$ cat config.mk
export PLATFORM = sky130hd
export DESIGN_NAME = sync_fifo_ctrl
export DESIGN_NICKNAME = d
export VERILOG_FILES = /design/src/rtl/sync_fifo_ctrl.sv
export SDC_FILE = /design/constraint.sdc
export NUM_CORES = 1
export LEC_CHECK = 0
export CORE_UTILIZATION = 53
export CTS_CLUSTER_DIAMETER = 40
export DETAILED_ROUTE_END_ITERATION = 7
export HOLD_SLACK_MARGIN = 0.15
export PLACE_DENSITY_LB_ADDON = 0.05
export SETUP_SLACK_MARGIN = 0.1
export SLEW_MARGIN = 10
export SYNTH_ARGS = -nofsm -noshare
export SYNTH_HDL_FRONTEND = slang
export SYNTH_SLANG_ARGS = --single-unit
$ cat constraint.sdc
create_clock -name clk -period 1.9 [get_ports clk]
set_input_delay 0.475 -clock clk [delete_from_list [all_inputs] [get_ports clk]]
set_output_delay 0.475 -clock clk [all_outputs]
set_load 0.01 [all_outputs]
$ cat src/rtl/sync_fifo_ctrl.sv
// sync_fifo_ctrl: single-clock first-word-fall-through FIFO with registered
// full/empty flags and an occupancy count.
`default_nettype none

module sync_fifo_ctrl #(
   parameter int DATA_WIDTH = 8,
   parameter int ADDR_WIDTH = 3
) (
   input  logic                  clk,
   input  logic                  rst,
   input  logic [DATA_WIDTH-1:0] write_data,
   input  logic                  signal_write,
   input  logic                  signal_read,
   output logic [DATA_WIDTH-1:0] read_data,
   output logic                  full,
   output logic                  empty,
   output logic [ADDR_WIDTH:0]   count
);

   localparam int DEPTH = 1 << ADDR_WIDTH;

   logic [DATA_WIDTH-1:0] mem [DEPTH];
   logic [ADDR_WIDTH:0]   wptr;
   logic [ADDR_WIDTH:0]   rptr;
   logic [ADDR_WIDTH:0]   wptr_next;
   logic [ADDR_WIDTH:0]   rptr_next;
   logic                  wr_en;
   logic                  rd_en;

   // Requests are qualified against the flags as they stood before the edge.
   always_comb begin
      wr_en     = signal_write & ~full;
      rd_en     = signal_read & ~empty;
      wptr_next = wptr + {{ADDR_WIDTH{1'b0}}, wr_en};
      rptr_next = rptr + {{ADDR_WIDTH{1'b0}}, rd_en};
   end

   always_ff @(posedge clk) begin
      if (rst) begin
         wptr  <= '0;
         rptr  <= '0;
         empty <= 1'b1;
         full  <= 1'b0;
      end else begin
         wptr  <= wptr_next;
         rptr  <= rptr_next;
         empty <= (wptr_next == rptr_next);
         full  <= (wptr_next[ADDR_WIDTH] != rptr_next[ADDR_WIDTH]) &&
                  (wptr_next[ADDR_WIDTH-1:0] == rptr_next[ADDR_WIDTH-1:0]);
      end
   end

   for (genvar w = 0; w < DEPTH; w++) begin : g_mem
      always_ff @(posedge clk) begin
         if (rst) begin
            mem[w] <= '0;
         end else if (wr_en && (wptr[ADDR_WIDTH-1:0] == ADDR_WIDTH'(w))) begin
            mem[w] <= write_data;
         end
      end
   end

   assign read_data = mem[rptr[ADDR_WIDTH-1:0]];
   assign count     = wptr - rptr;

endmodule

`default_nettype wire

==> reports/qor.csv <==
stage,metric,value,unit
hold_path,hold_class,flop to flop,
logic_synthesis,ys_ff_latch,74,
die,rows,29,
detailed_routing,initialDrtViolationCount,134,
cts,numCtsBuffers,9,
logic_synthesis,synth_top_cells_by_area,"edfxtp_1 54%, and2_1 11%, mux4_2 6.3%, dfxtp_1 5.6%, mux4_1 4.4%",
cts,clockBufferDepth,2,
logic_synthesis,synth_most_common_cell,and2_1,
sta,fin_tns_setup,-2.69,ns
global_route,grt_pass1_vias,2315,
detailed_routing,avgRoutedWirePerCell,18.7,µm
detailed_routing,postRouteAntennaNets,0,
sta,finClkSkew,0.0135,ns
sta,holdWs,0.620,ns
logic_synthesis,synthDominantCellAreaShare,53.7,%
run,max-cap-violations,0,
layout,multi_input_area,1450,µm²
worst_setup_path,crit_type,flop to output pin,
logic_synthesis,syn_nets,277,
global_route,grt_pass1_wl,12100,µm
logic_synthesis,synth_cell_type_count,30,
placed_design,place_area,4210,µm²
global_route,track_usage,24.0,%
detailed_routing,vias,2174,
logic_synthesis,syn_inst,257,
layout,fin_util,69.2,%
layout,area_growth,24.1,%
cts,ctsHoldBuffers,0,
worst_setup_path,crit_arrival,1.71,ns
sta,slew_viol_final,0,
sta,setup_violations,11,
logic_synthesis,synth_async_sr_flop_share,0,%
placed_design,place_ws,-0.412,ns
sta,finalCritPeriodShare,115,%
die,die_area,7090,µm²
worst_setup_path,critPathMaxFanout,4,
sta,rsz0062_at_grt,true,
logic_synthesis,synth-edff-count,64,
detailed_routing,drcViolationCount,6,
sta,hold_viol,0,
sta,worstMarginPinSlew,0.383,ns
layout,post-route-cell-area,4450,µm²
layout,diodes,0,
worst_setup_path,crit_slowest_cell,fa_2,
cts,clk_latency,0.35,ns
pwr,p_leak,1.74,nW
layout,fillers,467,
layout,seqCellArea,2130,µm²
cts,cts-root-buf,clkbuf_8,
sta,worst_slack,-0.288,ns
logic_synthesis,avgSynthCellArea,13.9,µm²
sta,period_needed,2.19,ns
run_status,status,"finished, violations left",
global_route,grt_overflow,0,
logic_synthesis,syn_area,3580,µm²
placed_design,numPortBuffers,25,
layout,final_layout_size_suffix_gt1_share,39.4,%
worst_setup_path,end_kind,output pin,
logic_synthesis,synth-seq-area-share,59.3,%
die,start_util,55.8,%
pwr,powerDensity,817,nW/µm²
detailed_routing,vias_per_cell,5.38,
layout,nets,342,
placed_design,routabilityCongestion,0.819,
cts,path_clk_slew,0.08,ns
detailed_routing,drt-pass1-iter-count,6,
global_route,grt_max_degree,19,
detailed_routing,wl,7550,µm
global_route,antenna_found_initial,0,
logic_synthesis,synthFlopType,edfxtp_1,
sta,max_freq,0.457,GHz
die,die_w,84.2,µm
run_status,violations,"DRC, setup timing",
cts,htree_levels,3,
worst_setup_path,worstPathRequired,1.42,ns
die,die_h,84.2,µm
cts,cts_tree,built,
logic_synthesis,yosysTopAreaCell,edfxtp_1,
worst_setup_path,path_cells,"ha_2, fa_2, inv_1, clkdlybuf4s15_2",
cts,cts.sinks,74,
worst_setup_path,max_stage_delay,0.53,ns
pwr,irDropWorstVdd,441,µV
sta,slew-limit-headroom,74.4,%
logic_synthesis,yosys_warnings,0,
logic_synthesis,synthTopCellsByCount,"65 x and2_1, 64 x edfxtp_1, 29 x nand2_1",
placed_design,place_hpwl,5220,µm
worst_setup_path,startpoint_type,flop,
die,core,6420,µm²
die,ioPinCount,26,
area by class of cell:
| cell class | count | share of cell area (%) |
|---|---|---|
| sequential | 74 | 47.9 |
| multi-input combinational | 166 | 32.6 |
| timing repair buffer | 63 | 13.0 |
| clock buffer | 11 | 2.96 |
| tap | 77 | 2.17 |
| clock inverter | 5 | 0.704 |
| inverter | 8 | 0.675 |
power breakdown:
| group | internal [mW] | total [mW] | switching [mW] |
|---|---|---|---|
| clock | 0.470 | 1.05 | 0.576 |
| combinational | 0.375 | 0.697 | 0.322 |
| sequential | 1.85 | 1.89 | 0.0375 |
stage by stage:
| step | power (mW) | std cells |
|---|---|---|
| after global placement | 2.59 | 387 |
| after floorplan | 2.30 | 257 |
| after detailed placement | 2.60 | 387 |
| after CTS | 3.68 | 405 |
| after global routing | 3.77 | 404 |
| final | 3.63 | 404 |
state kept, by name, indices dropped and copies added (netlist names):
| register | flops |
|---|---|
| empty | 1 |
| full | 1 |
| mem | 64 |
| rptr | 4 |
| wptr | 4 |
cell families (layout without fill, tap and decap cells):
family | after synthesis | count (layout) | share of synthesized area [%]
and+or+nand+nor | 120 | 120 | 19.2
AOI/OAI and AO/OA | 11 | 11 | 2.38
xor gates and xnor gates | 11 | 11 | 2.69
adders and majority gates | 8 | 8 | 3.00
buffers and inverters | 17 | 87 | 2.80
muxes | 16 | 16 | 10.7
DFF | 74 | 74 | 59.3
worst paths after layout:
kind | startpoint | endpoint | slack, ns | cells past startpoint
min reg2reg | wptr[3] | wptr[3] | 0.62 | 2
min | wptr[3] | wptr[3] | 0.62 | 2
max | rptr[0] | count[1] | -0.29 | 4
max reg2reg | rptr[0] | full | 0.28 | 7
cell usage in the layout (no fill, tap or decap), types with 2 or more instances in the layout:
cell type        Yosys  final
a21o_1               2      2
edfxtp_1            64     64
xnor2_1              9      4
nand3_2              3      3
dfxtp_2              0      3
nand2_2              0     14
clkinv_2             0      3
buf_12               1      6
buf_4                2     32
ha_1                 7      5
nor2_2               7      7
buf_2                4      8
dfxtp_1             10      6
nor2_1               5      5
clkdlybuf4s50_1      0     11
inv_1                3      3
nand3_1              2      2
a31o_1               2      2
clkbuf_8             0      9
o21bai_1             5      5
xor2_2               0      2
mux4_2              10     16
xnor2_2              0      5
buf_6                1      2
inv_2                5      5
nor2b_1              6      5
nand2_1             29     15
clkbuf_1             1      2
ha_2                 0      2
nor3_2               1      2
and2_1              65     64
clkdlybuf4s15_2      0      2
layer usage:
metal	vias to the layer above	track usage, %	wire [µm]
met5	-	0	0
li1	1033	-	-
met2	59	40.1	3830
met3	8	5.11	394
met4	0	9.40	90
met1	1074	31.0	3240
what timing repair did:
action	in CTS	in global routing
gates cloned	1	0
buffers inserted	1	0
gates resized for setup	74	16
pin swaps	11	17
setup endpoints to repair	15	30
critical path: cells and delay by family (launching register included):
family | cells | cell delay [ns]
buf+inv | 2 | 0.26
flops | 1 | 0.38
fa+ha+maj | 2 | 0.72
Note: power is estimated with default switching activity, not from simulation.
